===== config.mk =====
export PLATFORM = sky130hd
export DESIGN_NAME = fwft_fifo
export DESIGN_NICKNAME = d
export VERILOG_FILES = /design/src/rtl/fwft_fifo.sv
export SDC_FILE = /design/constraint.sdc
export NUM_CORES = 1
export LEC_CHECK = 0
export BUFFER_PORTS_ARGS = -buffer_cell sky130_fd_sc_hd__buf_2
export CAP_MARGIN = 5
export CORE_ASPECT_RATIO = 1.1
export CORE_MARGIN = 2
export CORE_UTILIZATION = 35
export CTS_CLUSTER_SIZE = 16
export DETAILED_ROUTE_END_ITERATION = 10
export GPL_TIMING_DRIVEN = 0
export PLACE_DENSITY = 0.6
export REMOVE_ABC_BUFFERS = 1
export SYNTH_ARGS = -nofsm -noshare
export SYNTH_HDL_FRONTEND = slang
export SYNTH_SLANG_ARGS = --single-unit

===== constraint.sdc =====
create_clock -name aclk -period 3.5 [get_ports aclk]
set_input_delay 0.175 -clock aclk [delete_from_list [all_inputs] [get_ports aclk]]
set_output_delay 0.175 -clock aclk [all_outputs]
set_load 0.05 [all_outputs]

===== src/rtl/fwft_fifo.sv =====
// fwft_fifo: single-clock first-word-fall-through FIFO (accelerator instruction queue).
//
// Ports:
//   aclk, aresetn          clock, asynchronous active-low reset
//   w_en, w_data           push request and data (dropped while full)
//   r_en, r_data           pop request; r_data shows the head entry while !empty
//   full, empty, count     registered occupancy status
//   flush                  synchronous clear of contents (sticky flags kept)
//   overflow, underflow    sticky error flags, cleared by err_clr
//   err_clr                synchronous clear of the sticky flags
//   max_level              peak occupancy (only with FWFT_FIFO_HIGH_WATERMARK_EN)
//
// Optional feature macro: FWFT_FIFO_HIGH_WATERMARK_EN adds the max_level watermark.
module fwft_fifo #(
    parameter int unsigned WIDTH = 32,
    parameter int unsigned DEPTH = 5
) (
    input  logic             aclk,
    input  logic             aresetn,
    input  logic             w_en,
    input  logic [WIDTH-1:0] w_data,
    input  logic             r_en,
    output logic [WIDTH-1:0] r_data,
    output logic             full,
    output logic             empty,
    output logic [DEPTH:0]   count,
    input  logic             flush,
    output logic             overflow,
    output logic             underflow,
`ifdef FWFT_FIFO_HIGH_WATERMARK_EN
    output logic [DEPTH:0]   max_level,
`endif
    input  logic             err_clr
);

    localparam int unsigned PTR_W = DEPTH;
    localparam int unsigned CNT_W = DEPTH + 1;
    localparam int unsigned CAP   = 1 << DEPTH;

    logic [WIDTH-1:0] mem [CAP];

    logic [PTR_W-1:0] wr_ptr_q, wr_ptr_d;
    logic [PTR_W-1:0] rd_ptr_q, rd_ptr_d;
    logic [CNT_W-1:0] count_q, count_d;
    logic             full_q, full_d;
    logic             empty_q, empty_d;
    logic             overflow_q, overflow_d;
    logic             underflow_q, underflow_d;

    logic push_ok;
    logic pop_ok;

    // Acceptance uses the registered flags, i.e. the state before the edge.
    assign push_ok = w_en && !full_q;
    assign pop_ok  = r_en && !empty_q;

    // Next-state pointers, occupancy, status and sticky flags.
    always_comb begin
        wr_ptr_d    = wr_ptr_q;
        rd_ptr_d    = rd_ptr_q;
        count_d     = count_q;
        if (flush) begin
            wr_ptr_d = '0;
            rd_ptr_d = '0;
            count_d  = '0;
        end else begin
            if (push_ok) begin
                wr_ptr_d = wr_ptr_q + PTR_W'(1);
            end
            if (pop_ok) begin
                rd_ptr_d = rd_ptr_q + PTR_W'(1);
            end
            case ({push_ok, pop_ok})
                2'b10:   count_d = count_q + CNT_W'(1);
                2'b01:   count_d = count_q - CNT_W'(1);
                default: count_d = count_q;
            endcase
        end
        full_d      = (count_d == CNT_W'(CAP));
        empty_d     = (count_d == '0);
        // Set beats clear when both happen in the same cycle.
        overflow_d  = (w_en && full_q)  || (overflow_q  && !err_clr);
        underflow_d = (r_en && empty_q) || (underflow_q && !err_clr);
    end

    // Control state register.
    always_ff @(posedge aclk or negedge aresetn) begin
        if (!aresetn) begin
            wr_ptr_q    <= '0;
            rd_ptr_q    <= '0;
            count_q     <= '0;
            full_q      <= 1'b0;
            empty_q     <= 1'b1;
            overflow_q  <= 1'b0;
            underflow_q <= 1'b0;
        end else begin
            wr_ptr_q    <= wr_ptr_d;
            rd_ptr_q    <= rd_ptr_d;
            count_q     <= count_d;
            full_q      <= full_d;
            empty_q     <= empty_d;
            overflow_q  <= overflow_d;
            underflow_q <= underflow_d;
        end
    end

    // Storage is not reset; a flushed push must not land in memory.
    always_ff @(posedge aclk) begin
        if (push_ok && !flush) begin
            mem[wr_ptr_q] <= w_data;
        end
    end

    assign r_data    = mem[rd_ptr_q];
    assign full      = full_q;
    assign empty     = empty_q;
    assign count     = count_q;
    assign overflow  = overflow_q;
    assign underflow = underflow_q;

`ifdef FWFT_FIFO_HIGH_WATERMARK_EN
    logic [CNT_W-1:0] max_level_q, max_level_d;

    // Peak tracker: follows the registered count one cycle late; err_clr rebases it.
    always_comb begin
        max_level_d = max_level_q;
        if (err_clr) begin
            max_level_d = count_q;
        end else if (count_q > max_level_q) begin
            max_level_d = count_q;
        end
    end

    always_ff @(posedge aclk or negedge aresetn) begin
        if (!aresetn) begin
            max_level_q <= '0;
        end else begin
            max_level_q <= max_level_d;
        end
    end

    assign max_level = max_level_q;
`endif

endmodule


Word-level counts from Yosys, hierarchy flattened
Memory sizes are Yosys's and may differ from the RTL's.
Index checks and enable logic that the tools add are counted.
- memories: 1
- input bits: 38
- output and inout bits: 42
- logic and storage cells: 39
- bits in writable memories: 1024
- register bits: 20
- equal/unequal tests: 3
- mux-type cells: 8
- reductions and logical operators: 16
- add/subtract/negate cells: 4
- memories (memory ; depth ; bits a word ; read ports ; clocked after memory_dff ; write ports ; line ; source):
    mem ; 32 ; 32 ; 1 ; 0 ; 1 ; 40 ; logic [WIDTH-1:0] mem [CAP];
- operator list (operator ; count):
    $mux 5 ; 4
    $pmux 6 s2 ; 1
    $add 5x1->5 const B ; 2
    $logic_and 1x1->1 ; 7
    $add 6x1->6 const B ; 1
    $eq 6x6->1 const B ; 1
    $logic_not 6->1 ; 1
    $mux 6 ; 1
    $sub 6x1->6 const B ; 1
    $logic_not 1->1 ; 4
    $reduce_bool 2->1 ; 2
    $eq 2x1->1 const B ; 1
    $eq 2x2->1 const B ; 1
    $logic_or 1x1->1 ; 2
    $mux 1 ; 2

Logic depth before layout (Yosys ltp)
- word-level depth: 6
- depth in mapped cells: 12
- mapped depth without buffers: 11

Least setup slack after synthesis
No wires, ideal clock.
- kind: reg2reg
- start point: register full_q, in the netlist full
- end point: memory mem[28][0] (enable)
- period minus slack after synthesis: 3.187 ns
- library setup time: 0.421 ns
- path slack: 0.313 ns
- required time: 3.079 ns
- arrival time: 2.766 ns
- cell stages (with the launch flop): 7
- cell sequence: dfrtp_1 > nor2b_1 > buf_2 > inv_1 > nor2_1 > nand2_1 > nor2_1
- word-level cells in the longest chain between the ends: 5
- RTL lines (element ; line ; source):
    start: declaration ; 45 ; logic full_q, full_d;
    start signal: assignment ; 100 ; full_q <= full_d;
    $logic_not 1->1 ; 54 ; assign push_ok = w_en && !full_q;
    $logic_and 1x1->1 ; 54 ;
    $logic_and 1x1->1 ; 109 ; if (push_ok && !flush) begin
    $mux 1 ; 109 ;
    $mux 1 (not written as such) ; 110 ; mem[wr_ptr_q] <= w_data;
    end: declaration ; 40 ;
No other way between the ends.

Worst setup path in the final report
- start point: register rd_ptr_q[0]
- end point: output r_data[9]
- word-level cells in the longest chain between the ends: 1
- RTL lines (element ; line ; source):
    start: declaration ; 43 ; logic [PTR_W-1:0] rd_ptr_q, rd_ptr_d;
    start signal: assignment ; 98 ; rd_ptr_q <= rd_ptr_d;
    $mem_v2 32x32 ; n/a ;
    end: declaration ; 23 ; output logic [WIDTH-1:0] r_data,
No other way between the ends.

==> flow_summary.json <==
{
  "leakage_nw": 14.9,
  "netlist_top_cells_area": "edfxtp_1 (77%), mux4_2 (18%), dfrtp_1 (1.2%)",
  "power_frac_comb_pct": 12.7,
  "clkPwrFrac_pct": 37.3,
  "ys_ff_latch": 1044,
  "total_power_mw": 27.7,
  "grt_max_degree": 61,
  "cts_tree": "yes",
  "antenna_found_initial": 2,
  "fp.coreArea_um2": 114000,
  "n_fill_cell": 9577,
  "yosys_warnings": 0,
  "die_h_um": 359,
  "synthCells": 1625,
  "reg2reg_from": "full",
  "io-pin-count": 80,
  "synth-simple-area-share_pct": 1.01,
  "area_growth_pct": 21.8,
  "ys_seq_area_share_pct": 78.0,
  "std_cell_rows": 130,
  "worstHoldStart": "w_en",
  "setup_viol": 0,
  "drive_gt1_share_pct": 38.6,
  "worstPathRequired_ns": 3.32,
  "clkTransAtPathRegs_ns": 0.06,
  "die_x_um": 327,
  "slew_viol_final": 0,
  "period_minus_slack_ns": 3.49,
  "dr.pass1.iters": 5,
  "arrival_ns": 3.32,
  "cp-start-kind": "flop",
  "whs_endpoint": "wr_ptr_q[1]",
  "crit_family": "multiplexers",
  "synth_top_flop_cell": "edfxtp_1",
  "rsz0062_at_grt": "true",
  "fmax_mhz": 287,
  "met3WireLength_um": 6690,
  "fin_ws_ns": 0.00997,
  "tightest_slew_ns": 0.992,
  "grt_pass1_wl_um": 139000,
  "grt_use_total_pct": 16.4,
  "cap_violations": 0,
  "end_kind": "output pin",
  "met1_length_um": 41500,
  "reg2reg_depth": 6,
  "cp_cell_sequence": "buf_12 -> buf_4 -> bufbuf_16 -> mux4_2 -> mux4_2 -> mux2_2 -> buf_4",
  "hold_depth": 4,
  "hold_violations": 0,
  "synth_fa_ha_area_share_pct": 0.219,
  "async_reset_ff_share_pct": 1.92,
  "dr_total_vias": 18815,
  "p_seq_share_pct": 50.0,
  "ctsRootBufferMaster": "clkbuf_16",
  "reg2reg_to": "mem[6][19]",
  "timing.final.crit_share_pct": 99.7,
  "synth_xor_area_share_pct": 0.284,
  "cts_buffer_depth": 3,
  "gp_congestion": 0.684,
  "crit_path_top_delay_cell": "mux4_2",
  "start_util_pct": 35.2,
  "io_buffer_count": 79,
  "synth-edff-count": 1024,
  "relSlewSlack_pct": 33.9,
  "routed_via_density": 5.36,
  "grt_pass1_vias": 19579,
  "ant_nets": 0,
  "nets": 1964,
  "yosysTopAreaCell": "edfxtp_1",
  "synth_compound_area_share_pct": 0.369,
  "drt-total-wl_um": 99100,
  "worst-path-buf-inv": 4,
  "syn_area_per_cell_um2": 24.6,
  "insertion_delay_ns": 0.67,
  "dr.first_iter.drc_count": 2228,
  "top_layer_used": "met5",
  "dieArea_um2": 117000,
  "dpl.hpwl_um": 55700,
  "drc": 0,
  "vdd_drop_max_mv": 0.376,
  "cp_max_fo": 10,
  "h-tree-depth": 3,
  "synthMuxAreaShare_pct": 18.9,
  "wl_per_cell_um": 28.2,
  "outcome": "complete, no violations",
  "powerDensity_nw_per_um2": 568,
  "synth.distinct_cells": 42,
  "antenna_cells": 0,
  "slowest_delay_ns": 0.51,
  "switching_share_pct": 22.6,
  "dp_slack_ns": -0.352,
  "rrSetupSlack_ns": 0.19,
  "grt.overflow.total": 0,
  "cts_inserted_buffers": 100,
  "path_class": "flop to output pin",
  "p_sw_mw": 6.27,
  "p_int_mw": 21.4,
  "synth.top_cell.area_share_pct": 76.8,
  "skew_ns": 0.0307,
  "hold_path_class": "input port to flop",
  "synthesis.area_um2": 40100,
  "clock-sinks": 1044,
  "synth_top_family_by_area": "multiplexers",
  "met2_length_um": 48300
}
## worst register-to-register path: cells and delay by family (launching register included)
| family | cells | cell delay [ns] |
|---|---|---|
| AND/OR/NAND/NOR | 4 | 2.02 |
| flip-flops | 1 | 0.39 |
| buffers and inverters | 2 | 0.55 |
## registers in the layout (all words and copies together) (netlist names)
register / flops
count: 6
empty: 1
full: 1
mem: 1024
overflow: 1
rd_ptr_q: 5
underflow: 1
wr_ptr_q: 5
## timing repair
item	in CTS	in global routing
setup endpoints to repair	133	385
gates cloned	10	5
hold endpoints to repair	990	0
setup buffers	20	50
hold buffers	39	0
pin swaps	8	19
resized for setup	26	7
## cells by family after synthesis
logic type,after synthesis
AO/OA/AOI/OAI,22
buffers and inverters,96
XOR/XNOR,13
adder cells (fa/ha/maj),7
AND/OR/NAND/NOR,90
flip-flops,1044
multiplexers,353
## metrics by stage
step / instances / util, % / TNS, ns / hold slack (ns) / area [µm²]
final: 3512 / 42.8 / 0 / 0.0663 / 48800
after global routing: 3512 / 42.8 / -0.0985 / 0.0904 / 48800
after CTS: 3457 / 42.3 / -0.00128 / 0.0284 / 48100
after detailed placement: 3211 / 38.7 / -6.49 / 0.149 / 44000
after global placement: 3136 / 36.8 / -2920.11 / 0.134 / 41900
after floorplan: 1539 / - / -289.40 / -0.121 / 39600
## Yosys cell counts, types with 5 or more instances
cell type  instances
buf_2             10
buf_1             20
edfxtp_1        1024
mux2_2            32
inv_1              9
xor2_1             9
ha_1               7
nand4_1            5
nor2_1            49
mux4_2           320
dfrtp_1           19
o21ai_0            5
a21oi_1            5
clkbuf_1          34
buf_4             18
nand2_1           17
## metal layers
metal  up-vias  global-route usage [%]
met1     10257                    23.5
met3       148                    2.52
met2       807                    25.8
met4         4                    5.63
li1       7599                       -
met5         -                       0
## how the worst max path moves through the flow
stage               slack [ns]  cells after the start         end         from
CTS                     -0.001                      7  r_data[10]  rd_ptr_q[0]
floorplan                -7.95                      3   r_data[0]  rd_ptr_q[0]
global route             -0.03                      7   r_data[9]  rd_ptr_q[0]
detailed placement       -0.35                      7  r_data[26]  rd_ptr_q[0]
finish                    0.01                      7   r_data[9]  rd_ptr_q[0]
global placement        -12.48                      4  r_data[12]  rd_ptr_q[0]
## power by group through the flow
stage	clock (mW)	sequential, mW	combinational, mW
after floorplan	0	14.5	2.06
after global placement	0	14.4	2.28
after detailed placement	0	14.2	2.94
after CTS	10.5	13.9	3.44
after global routing	11.0	13.9	3.73
final	10.3	13.9	3.52
## final cells by class
class | count | area [µm²] | area share, %
timing repair buffer | 278 | 3900 | 8.00
multi-input combinational | 485 | 8580 | 17.6
clock buffer | 127 | 2650 | 5.42
sequential | 1044 | 31300 | 64.1
clock inverter | 50 | 449 | 0.921
inverter | 10 | 37.5 | 0.0769
tap | 1518 | 1900 | 3.89
## cells in the final DEF, fill, tap and decap left out, drive strengths merged, types with 7 or more instances in the layout
master	n
clkbuf	132
nand2	17
ha	7
clkinv	34
inv	14
dlygate4sd3	39
mux4	320
mux2	32
dfrtp	19
buf	231
bufinv	7
nor2	49
xor2	9
edfxtp	1024
Power figures use the tool's default switching activity.
